## src/rtl/tap_delay_pkg.sv

```systemverilog
// -----------------------------------------------------------------------------
// tap_delay_pkg
// Shared constants and helpers for the tap_delay_line slice.
//   DEPTH_MAX : largest supported number of delay stages
//   clog2()   : ceiling log2, used to size the tap select and fill counter
//   depth_ok(): elaboration-time legality check for the DEPTH parameter
// -----------------------------------------------------------------------------
package tap_delay_pkg;

  localparam int DEPTH_MAX = 64;

  // Number of bits needed to encode values 0..n-1.
  function automatic int clog2(input int n);
    int r;
    r = 0;
    for (int i = 0; i < 31; i++) begin
      if ((1 << i) < n) r = i + 1;
    end
    return r;
  endfunction

  function automatic bit depth_ok(input int depth);
    return (depth >= 1) && (depth <= DEPTH_MAX);
  endfunction

endpackage

```

## src/rtl/tap_delay_stage.sv

```systemverilog
// -----------------------------------------------------------------------------
// tap_delay_stage
// One stage of the tap delay line: a WIDTH-bit data register plus its valid bit.
// Ports:
//   clk       : clock, rising edge
//   rst       : synchronous active-high reset, clears data and valid
//   en        : shift enable; data and valid load only when high
//   clr_valid : clears the valid bit regardless of en (flush); data still
//               shifts when en is high
//   d_in/v_in : data/valid from the previous stage (or the line input)
//   d_out/v_out : registered data/valid of this stage
// -----------------------------------------------------------------------------
module tap_delay_stage
  import tap_delay_pkg::*;
#(
  parameter int WIDTH = 8
) (
  input  logic             clk,
  input  logic             rst,
  input  logic             en,
  input  logic             clr_valid,
  input  logic [WIDTH-1:0] d_in,
  input  logic             v_in,
  output logic [WIDTH-1:0] d_out,
  output logic             v_out
);

  always_ff @(posedge clk) begin
    if (rst) begin
      d_out <= '0;
      v_out <= 1'b0;
    end else begin
      // Flush only kills the qualifier; the sample itself keeps moving.
      if (en) d_out <= d_in;
      if (clr_valid)  v_out <= 1'b0;
      else if (en)    v_out <= v_in;
    end
  end

endmodule

```

## src/rtl/tap_delay_line.sv

```systemverilog
// -----------------------------------------------------------------------------
// tap_delay_line
// Parametrised multi-tap delay line with run-time tap select, stall, flush,
// fill tracking and out-of-range select detection.
// Parameters:
//   WIDTH : data width
//   DEPTH : number of delay stages (1..DEPTH_MAX)
//   SEL_W : derived select / fill counter width, clog2(DEPTH+1)
// Ports:
//   clk, rst   : clock and synchronous active-high reset
//   en         : shift enable (stall when low)
//   flush      : clears all valid bits and the fill counter
//   in_valid,d : input sample and its qualifier
//   sel        : 0 = bypass, k = output of stage k
//   q, q_valid : selected tap data and valid
//   primed     : selected tap holds a sample shifted in since last rst/flush
//   sel_err    : sel > DEPTH
// Build option:
//   TAP_DELAY_LINE_OUT_REG_EN : register q/q_valid/primed/sel_err, adding one
//   clk of latency; the register runs every clock, ignores en and flush, and
//   is cleared by rst.
// -----------------------------------------------------------------------------
module tap_delay_line
  import tap_delay_pkg::*;
#(
  parameter  int WIDTH = 8,
  parameter  int DEPTH = 3,
  localparam int SEL_W = clog2(DEPTH + 1)
) (
  input  logic             clk,
  input  logic             rst,
  input  logic             en,
  input  logic             flush,
  input  logic             in_valid,
  input  logic [WIDTH-1:0] d,
  input  logic [SEL_W-1:0] sel,
  output logic [WIDTH-1:0] q,
  output logic             q_valid,
  output logic             primed,
  output logic             sel_err
);

  if (!depth_ok(DEPTH)) begin : g_bad_depth
    $error("tap_delay_line: DEPTH must be in 1..%0d", DEPTH_MAX);
  end

  // Fill counter saturates at DEPTH so it never wraps in a long stream.
  function automatic logic [SEL_W-1:0] fill_sat_inc(input logic [SEL_W-1:0] c);
    return (c >= SEL_W'(DEPTH)) ? c : c + SEL_W'(1);
  endfunction

  // Index 0 is the line input, so a tap select maps directly onto the array.
  logic [WIDTH-1:0] s_p0 [0:DEPTH];
  logic             vld_p0 [0:DEPTH];
  logic [SEL_W-1:0] fill_cnt;

  assign s_p0[0]   = d;
  assign vld_p0[0] = in_valid;

  for (genvar k = 1; k <= DEPTH; k++) begin : g_stage
    tap_delay_stage #(.WIDTH(WIDTH)) u_stage (
      .clk       (clk),
      .rst       (rst),
      .en        (en),
      .clr_valid (flush),
      .d_in      (s_p0[k-1]),
      .v_in      (vld_p0[k-1]),
      .d_out     (s_p0[k]),
      .v_out     (vld_p0[k])
    );
  end

  always_ff @(posedge clk) begin
    if (rst)        fill_cnt <= '0;
    else if (flush) fill_cnt <= '0;
    else if (en)    fill_cnt <= fill_sat_inc(fill_cnt);
  end

  // ---- tap select mux (combinational) ----
  logic [WIDTH-1:0] q_p0;
  logic             qvld_p0;
  logic             primed_p0;
  logic             err_p0;

  always_comb begin
    q_p0      = '0;
    qvld_p0   = 1'b0;
    primed_p0 = 1'b0;
    err_p0    = 1'b0;
    if (sel == '0) begin
      q_p0      = d;
      qvld_p0   = in_valid;
      primed_p0 = 1'b1;
    end else if (sel > SEL_W'(DEPTH)) begin
      err_p0    = 1'b1;
    end else begin
      q_p0      = s_p0[sel];
      qvld_p0   = vld_p0[sel];
      primed_p0 = (fill_cnt >= sel);
    end
  end

`ifdef TAP_DELAY_LINE_OUT_REG_EN
  // ---- output register stage ----
  logic [WIDTH-1:0] q_p1;
  logic             qvld_p1;
  logic             primed_p1;
  logic             err_p1;

  always_ff @(posedge clk) begin
    if (rst) begin
      q_p1      <= '0;
      qvld_p1   <= 1'b0;
      primed_p1 <= 1'b0;
      err_p1    <= 1'b0;
    end else begin
      q_p1      <= q_p0;
      qvld_p1   <= qvld_p0;
      primed_p1 <= primed_p0;
      err_p1    <= err_p0;
    end
  end

  assign q       = q_p1;
  assign q_valid = qvld_p1;
  assign primed  = primed_p1;
  assign sel_err = err_p1;
`else
  assign q       = q_p0;
  assign q_valid = qvld_p0;
  assign primed  = primed_p0;
  assign sel_err = err_p0;
`endif

endmodule

```

## config.mk

```make
export PLATFORM = sky130hd
export DESIGN_NAME = tap_delay_line
export DESIGN_NICKNAME = d
export VERILOG_FILES = /design/src/rtl/tap_delay_pkg.sv /design/src/rtl/tap_delay_stage.sv /design/src/rtl/tap_delay_line.sv
export SDC_FILE = /design/constraint.sdc
export NUM_CORES = 1
export LEC_CHECK = 0
export ABC_AREA = 1
export ABC_CLOCK_PERIOD_IN_PS = 1640
export CELL_PAD_IN_SITES_DETAIL_PLACEMENT = 1
export CELL_PAD_IN_SITES_GLOBAL_PLACEMENT = 1
export CORE_UTILIZATION = 36
export DETAILED_ROUTE_END_ITERATION = 10
export GPL_ROUTABILITY_DRIVEN = 0
export PLACE_DENSITY_LB_ADDON = 0.12
export SETUP_SLACK_MARGIN = 0.4
export SLEW_MARGIN = 20
export SYNTH_ARGS = -nofsm -noshare
export SYNTH_HDL_FRONTEND = slang
export SYNTH_SLANG_ARGS = --single-unit
```

## constraint.sdc

```tcl
create_clock -name clk -period 1.64 [get_ports clk]
set_input_delay 0.41 -clock clk [delete_from_list [all_inputs] [get_ports clk]]
set_output_delay 0.41 -clock clk [all_outputs]
set_load 0.02 [all_outputs]
```

==> out/results.tsv, run 1 <==
metric	value	unit
post-synth top area share	38.57	%
Netlist cell types	18	
Setup crit end kind	output pin	
non-filler cells, final	321	
largest net degree at the start of global routing	31	
HPWL Detailed	2503	um
Top Ports	26	
vias in the first global route	1493	
Power Density	778.7	nW/um^2
CP peak stage delay	0.33	ns
Crit-path slowest cell	dfxtp_2	
post-synthesis mux area share	0	%
initial antenna violation count	0	
final setup violation count	0	
Die Y	66.66	um
Reg2Reg Setup Slack	0.58	ns
RR Startpoint	fill_cnt[1]$_SDFFE_PP0P_	
Mapped Cells	231	
Tot GR Track Use	21.37	%
grt ovf	0	
Die X	66.66	um
gr busiest metal	met2	
share of cells above drive strength 1	38.01	%
die area	4444	um^2
first-pass GRT wire length	6948	um
family with the most delay on the worst path	flip-flops	
drt via density	4.916	
M3 GR Usage	5.137	%
number of synthesized flops with an enable pin	0	
CP arrival	1.21	ns
Fill cells	508	
via count	1578	
highest clock rate	619.2	MHz
unrepaired setup endpoints after global routing	yes	
Final ANT Viol Nets	0	
FF-to-FF End	fill_cnt[1]$_SDFFE_PP0P_	
worst vdd ir	0.5443	mV
Seq/Total Area, Yosys	38.57	%
Worst-path clk slew	0.06	ns
synthesized area	1505	um^2
CP Launch Point	fill_cnt[0]$_SDFFE_PP0P_	
clock buffer depth	2	
Synth Flop Type	dfxtp_1	
worst r2r path cells	6	
Initial Utilization	37.63	%
DR iter-0 viols	51	
yosys warns	0	
post-synthesis simple-gate area fraction	37.24	%
CTS tree	yes	
cell area after placement	1834	um^2
startpoint types	register	
Multi-input gate area	942.2	um^2
worst skew pair latency	0.28	ns
syn nets	249	
IO Port Bufs	24	
Yosys reg bits	29	
top post-synthesis cells by area	dfxtp_1 (39%), nand2_1 (19%), nor2_1 (13%)	
# diodes	0	
Worst EP required	1.23	ns
Area Growth Syn to Fin	51.45	%
Util after Layout	56.99	%
Final Slew Violations	0	
Num CTS Buffers	5	
M1 GR Usage	27.25	%
area of the core	4000	um^2
register area	581.8	um^2
main combinational cell family by area after synthesis	simple AND/OR/NAND/NOR gates	
setup ws final	0.02498	ns
HP Class	register to register	
Worst path depth	5	
Synth Area in Compound Gates	10.22	%
Inst Count DP	303	
FP Rows	23	
post-synthesis adder-cell area fraction	2.494	%
clk_skew	0.004735	ns
outcome	finished clean	
leakage	0.001071	uW
crit-path max FO	2	
design area	2280	um^2
Post-CTS Hold Buffers	0	
critical path class	register to output pin	
Synth area leader	dfxtp_1	
XOR/XNOR share of the synthesized area	0	%
Fin. Hold Viols	0	
async set-reset flop share out of synthesis	0	%
Clock Root Buffer	clkbuf_8	
CP bufs+invs	2	
H-tree depth	2	
clock sinks	29	
Syn Area/Cell	6.516	um^2
max-cap viol count	0	
drt drc	0	
grt met2 use	35.61	%
min cycle time layout	1.615	ns
Final #Nets	288	
CP endpoint	primed	
DP Worst Slack	-0.8497	ns
DR WL/cell	14.37	um
Setup TNS	0	ns
Final period util	98.48	%
DR pass1 iterations	4	
critical path, cell by cell	inv_2 -> ha_4 -> o21ai_2 -> nand2_2 -> buf_6	
Routed WL	4612	um
synth_stat cells, types with 3 or more instances:
master / instances
a21oi_1: 4
buf_2: 4
buf_4: 3
buf_6: 4
dfxtp_1: 29
ha_1: 3
inv_1: 11
nand2_1: 77
nand2_2: 9
nand3_1: 4
nor2_1: 52
o21ai_0: 25
flip-flops by register name, summed over array words and instances, names as in the netlist:
register	count
g_stage.u_stage.v_out	3
g_stage.u_stage.d_out	24
fill_cnt	2
layout make-up:
class	instances	share of cell area (%)
repair inverters	6	3.293
clock buffers	6	3.183
inverters	13	3.787
flip-flops and latches	29	25.52
repair buffers	39	19.70
well taps	50	2.744
multi-input cells	176	41.33
clock inverters	2	0.4391
power breakdown:
| group | leakage (uW) | internal, uW | switching, uW |
|---|---|---|---|
| Sequential | 0.000240 | 748 | 35.5 |
| Combinational | 0.000786 | 194 | 243 |
| Clock | 0.0000450 | 293 | 262 |
| Total | 0.00107 | 1230 | 540 |
metal layers:
layer | vias to the layer above | part of all wire [%]
met5 | - | 0
met4 | 0 | 2.1
met3 | 10 | 3.3
met2 | 30 | 49
met1 | 751 | 46
li1 | 787 | -
tightest hold or removal path, delay by kind of cell (launching register included):
family | cells | cell delay (ns)
simple gates | 1 | 0.06
flops | 1 | 0.31
compound gates | 1 | 0.05
logic make-up (layout without fill, tap and decap cells):
group / Yosys count / after routing
compound gates: 30 / 30
fa+ha+maj: 3 / 3
buf+inv: 26 / 66
flops: 29 / 29
other cells: 1 / 1
simple gates: 142 / 142
through the flow:
stage,hold WS (ns),power (uW)
floorplan,0.4375,1004
CTS,0.4664,1722
global route,0.5079,1882
detailed placement,0.4564,1130
finish,0.4634,1775
global placement,0.4561,1123
cell usage in the layout, fill, tap and decap left out, drive strengths merged, types with 5 or more instances in the layout:
master,synthesis,layout
clkinv,0,5
a21oi,5,5
clkbuf,1,8
dfxtp,29,29
nor2,52,52
dlygate4sd2,0,10
nand2,86,86
buf,12,25
o21ai,25,25
inv,13,12
what timing repair did:
| action | 4_1_cts | 5_1_grt |
|---|---|---|
| resized for setup | 98 | 54 |
| endpoints found under the setup margin | 39 | 21 |
| cloned | 3 | 5 |
| hold endpoints to repair | 0 | 0 |
| pin swaps | 4 | 19 |
| buffers inserted | 1 | 1 |
worst min-delay path by stage:
stage | slack [ns] | start | cells past startpoint | endpoint
final | 0.46 | g_stage[3].u_stage.v_out$_SDFFE_PP0P_ | 2 | g_stage[3].u_stage.v_out$_SDFFE_PP0P_
after global routing | 0.51 | g_stage[3].u_stage.v_out$_SDFFE_PP0P_ | 2 | g_stage[3].u_stage.v_out$_SDFFE_PP0P_
after CTS | 0.47 | g_stage[3].u_stage.v_out$_SDFFE_PP0P_ | 2 | g_stage[3].u_stage.v_out$_SDFFE_PP0P_
after detailed placement | 0.46 | g_stage[3].u_stage.v_out$_SDFFE_PP0P_ | 2 | g_stage[3].u_stage.v_out$_SDFFE_PP0P_
after global placement | 0.46 | g_stage[3].u_stage.v_out$_SDFFE_PP0P_ | 2 | g_stage[3].u_stage.v_out$_SDFFE_PP0P_
after floorplan | 0.44 | g_stage[3].u_stage.v_out$_SDFFE_PP0P_ | 2 | g_stage[3].u_stage.v_out$_SDFFE_PP0P_
No activity file was read; power rests on OpenSTA's default activity.
==> run 2: changes to the inputs <==
--- a/config.mk
+++ b/config.mk
@@ -10,6 +10,7 @@
 export CELL_PAD_IN_SITES_DETAIL_PLACEMENT = 1
 export CELL_PAD_IN_SITES_GLOBAL_PLACEMENT = 1
 export CORE_UTILIZATION = 36
+export CTS_CLUSTER_SIZE = 40
 export DETAILED_ROUTE_END_ITERATION = 10
 export GPL_ROUTABILITY_DRIVEN = 0
 export PLACE_DENSITY_LB_ADDON = 0.12
==> results of run 2 <==
Same layout as run 1: the final DEF is identical, and so are final timing and power.
==> run 3: changes to the inputs <==
--- a/config.mk
+++ b/config.mk
@@ -18,4 +18,5 @@
 export SLEW_MARGIN = 20
 export SYNTH_ARGS = -nofsm -noshare
 export SYNTH_HDL_FRONTEND = slang
+export SYNTH_HIERARCHICAL = 1
 export SYNTH_SLANG_ARGS = --single-unit
==> run 3 against run 2 <==
Final area up 5.6%. Worst hold slack better by 0.010 ns. Largest cell class unchanged. Global-route usage increased by 0.76 points. Final cell count grew 20%. Combinational power up 12%. Routed wire length up 8.7%. Area after synthesis grew 15%. Maximum frequency is 1.7% higher. Highest routed layer unchanged. The run now ends with design-rule violations left. Total power grew 9.0%. Via count up 12%. Setup slack gained 0.027 ns. Sequential cell count stayed put.
==> out/results.tsv, run 3 <==
metric	value	unit	change
outcome	complete, but fails checks		was finished clean
violated checks	design-rule violations		
Int Power	1345	uW	was 1235 uW
Clock Root Buffer	clkbuf_8		unchanged
vias in the first global route	1867		was 1493
Post-CTS Hold Buffers	0		unchanged
IO Port Bufs	24		unchanged
Setup crit end kind	output pin		unchanged
leakage	0.001296	uW	was 0.001071 uW
setup ws final	0.05227	ns	was 0.02498 ns
clk_skew	0.006737	ns	was 0.004735 ns
share of cells above drive strength 1	27.84	%	was 38.01%
worst vdd ir	0.3339	mV	was 0.5443 mV
highest clock rate	629.8	MHz	was 619.2 MHz
H-tree depth	2		unchanged
Syn Area/Cell	5.922	um^2	was 6.516 um^2
HPWL Detailed	3218	um	was 2503 um
Final period util	96.81	%	was 98.48%
die area	5084	um^2	was 4444 um^2
clock buffer depth	2		unchanged
syn nets	310		was 249
via count	1762		was 1578
Final #Nets	351		was 288
clock sinks	29		unchanged
Setup Fix Bufs, Post-CTS	0		was 1
Worst-path clk slew	0.07	ns	was 0.06 ns
number of synthesized flops with an enable pin	0		unchanged
first-pass GRT wire length	8507	um	was 6948 um
grt ovf	0		unchanged
post-synthesis simple-gate area fraction	44.21	%	was 37.24%
DR iter-0 viols	74		was 51
async set-reset flop share out of synthesis	0	%	unchanged
critical path class	register to output pin		unchanged
max reg flops	24		unchanged
Area Growth Syn to Fin	39.22	%	was 51.45%
crit-path max FO	2		unchanged
initial antenna violation count	0		unchanged
startpoint types	register		unchanged
Fin. Hold Viols	0		unchanged
XOR/XNOR share of the synthesized area	0	%	unchanged
min cycle time layout	1.588	ns	was 1.615 ns
CP peak stage delay	0.33	ns	about the same
largest net degree at the start of global routing	58		was 31
Synth Area in Compound Gates	0.7959	%	was 10.22%
Routed WL	5014	um	was 4612 um
largest registers	g_stage.u_stage/d_out: 24 flops, g_stage.u_stage/v_out: 3 flops, fill_cnt: 2 flops		was g_stage.u_stage.d_out: 24 flops, g_stage.u_stage.v_out: 3 flops, fill_cnt: 2 flops
Flop pwr share	40.2	%	was 44.1%
Die Y	71.31	um	was 66.66 um
Tot GR Track Use	22.13	%	was 21.37%
final setup violation count	0		unchanged
Synth area leader	dfxtp_1		unchanged
total power	1935	uW	was 1775 uW
Seq/Total Area, Yosys	33.57	%	was 38.57%
# diodes	0		unchanged
Synth Flop Type	dfxtp_1		unchanged
Clk pwr share	34.5	%	was 31.3%
main combinational cell family by area after synthesis	simple AND/OR/NAND/NOR gates		unchanged
DR WL/cell	12.99	um	was 14.37 um
Yosys reg bits	29		unchanged
top post-synthesis cells by area	dfxtp_1 (34%), nand2_1 (27%), nor2_1 (14%)		was dfxtp_1 (39%), nand2_1 (19%), nor2_1 (13%)
area of the core	4474	um^2	was 4000 um^2
critical path, cell by cell	inv_2 -> ha_4 -> o21ai_2 -> nand2_2 -> buf_6		unchanged
CTS tree	yes		unchanged
Netlist cell types	15		was 18
post-synthesis adder-cell area fraction	2.171	%	was 2.494%
max-cap viol count	0		unchanged
DR pass1 iterations	7		was 4
HP Class	register to register		unchanged
switching component of the power	590.7	uW	was 540.5 uW
FP Rows	24		was 23
most frequent cells in the layout	nand2_1 (93), nor2_1 (63), inv_1 (41), nand2_2 (30), dfxtp_1 (28)		was nor2_1 (52), nand2_2 (41), nand2_1 (36), dfxtp_1 (28), o21ai_0 (24)
Top Ports	26		unchanged
commonest non-fill, non-tap cell in the layout	nand2_1		was nor2_1
drt drc	1		was 0
Final Slew Violations	0		unchanged
CP bufs+invs	2		unchanged
largest register by flop count	g_stage.u_stage/d_out		was g_stage.u_stage.d_out
Initial Utilization	38.65	%	was 37.63%
most common cell in the netlist	nand2_1		unchanged
Worst EP required	1.23	ns	about the same
Mapped Cells	292		was 231
Die X	71.31	um	was 66.66 um
DP Worst Slack	-0.8085	ns	was -0.8497 ns
yosys warns	6		was 0
post-synthesis mux area share	0	%	unchanged
drt via density	4.565		was 4.916
family with the most delay on the worst path	flip-flops		unchanged
Net Sw Frac	30.52	%	was 30.45%
Crit-path slowest cell	dfxtp_2		unchanged
Final ANT Viol Nets	0		unchanged
Num CTS Buffers	5		unchanged
top cells by count, synth	nand2_1 (123), nor2_1 (63), inv_1 (46)		was nand2_1 (77), nor2_1 (52), dfxtp_1 (29)
Power Density	804.0	nW/um^2	was 778.7 nW/um^2
post-synth top area share	33.57	%	was 38.57%
synthesized area	1729	um^2	was 1505 um^2
CP arrival	1.18	ns	was 1.21 ns
Comb pwr share	25.4	%	was 24.6%
unrepaired setup endpoints after global routing	yes		unchanged
worst skew pair latency	0.28	ns	about the same
-- run 3: cell types whose count changed in the layout (fill, tap and decap cells not counted), sizes merged, moves of 4 or more --
cell,delta
clkinv,-4
inv,+38
nor2,+11
nand2,+42
a21oi,-4
clkinvlp,-4
o21ai,-24
buf,+7
-- run 3: metal layers --
layer  vias to the layer above  GRT usage, %  part of all wire, %
met4                         0         9.778                  2.8
li1                        920             -                    -
met1                       796         25.78                   44
met5                         -             0                    0
met2                        33         39.47                   50
met3                        13         4.079                  2.4
-- run 3: tightest hold or removal path: cells and delay by family, from the launching register on --
| kind | cells | cell delay [ns] |
|---|---|---|
| AND/OR/NAND/NOR | 2 | 0.13 |
| flip-flops | 1 | 0.31 |
-- run 3: power by group through the flow --
stage	clock network (uW)	logic, uW	registers, uW
4_1_cts	679	468	777
3_5_place_dp	0	419	792
2_1_floorplan	0	276	787
6_report	667	491	777
5_1_grt	717	545	782
3_3_place_gp	0	411	791
-- run 3: final timing paths --
path	start	end	slack, ns	depth (start not counted)
setup reg to reg	fill_cnt[1]$_SDFFE_PP0P_	fill_cnt[1]$_SDFFE_PP0P_	0.60	6
hold / removal	g_stage[3].u_stage/d_out[3]$_SDFFE_PP0P_	g_stage[3].u_stage/d_out[3]$_SDFFE_PP0P_	0.47	2
hold reg to reg	g_stage[3].u_stage/d_out[3]$_SDFFE_PP0P_	g_stage[3].u_stage/d_out[3]$_SDFFE_PP0P_	0.47	2
setup / recovery	fill_cnt[0]$_SDFFE_PP0P_	primed	0.05	5
-- run 3: per-stage QoR --
step / area (um^2) / hold slack (ns) / std cells / utilization (%) / setup TNS (ns)
floorplan: 1797 / 0.4490 / 292 / - / 0
global placement: 2083 / 0.4615 / 373 / 46.56 / -7.883
detailed placement: 2083 / 0.4666 / 373 / 46.56 / -8.009
CTS: 2330 / 0.4762 / 386 / 52.07 / 0
global route: 2407 / 0.5008 / 386 / 53.80 / 0
finish: 2407 / 0.4738 / 386 / 53.80 / 0
-- run 3: logic make-up (layout without fill, tap and decap cells) --
logic type      Yosys count  after routing
simple gates            198            198
compound gates            2              2
other cells               1              1
buf+inv                  59            101
flops                    29             29
fa+ha+maj                 3              3
-- run 3: what timing repair did --
item | 4_1_cts | 5_1_grt
cloned | 5 | 0
setup endpoints to repair | 15 | 25
pin swaps | 11 | 19
resized for setup | 100 | 24
-- run 3: layout make-up --
cell class / instances / area [um^2]
multi-input combinational: 204 / 968.4
timing repair inverter: 3 / 36.28
sequential: 29 / 581.8
timing repair buffer: 43 / 459.2
clock inverter: 1 / 5.005
tap: 52 / 65.06
inverter: 47 / 195.2
clock buffer: 7 / 96.34
fill: 611 / 2067
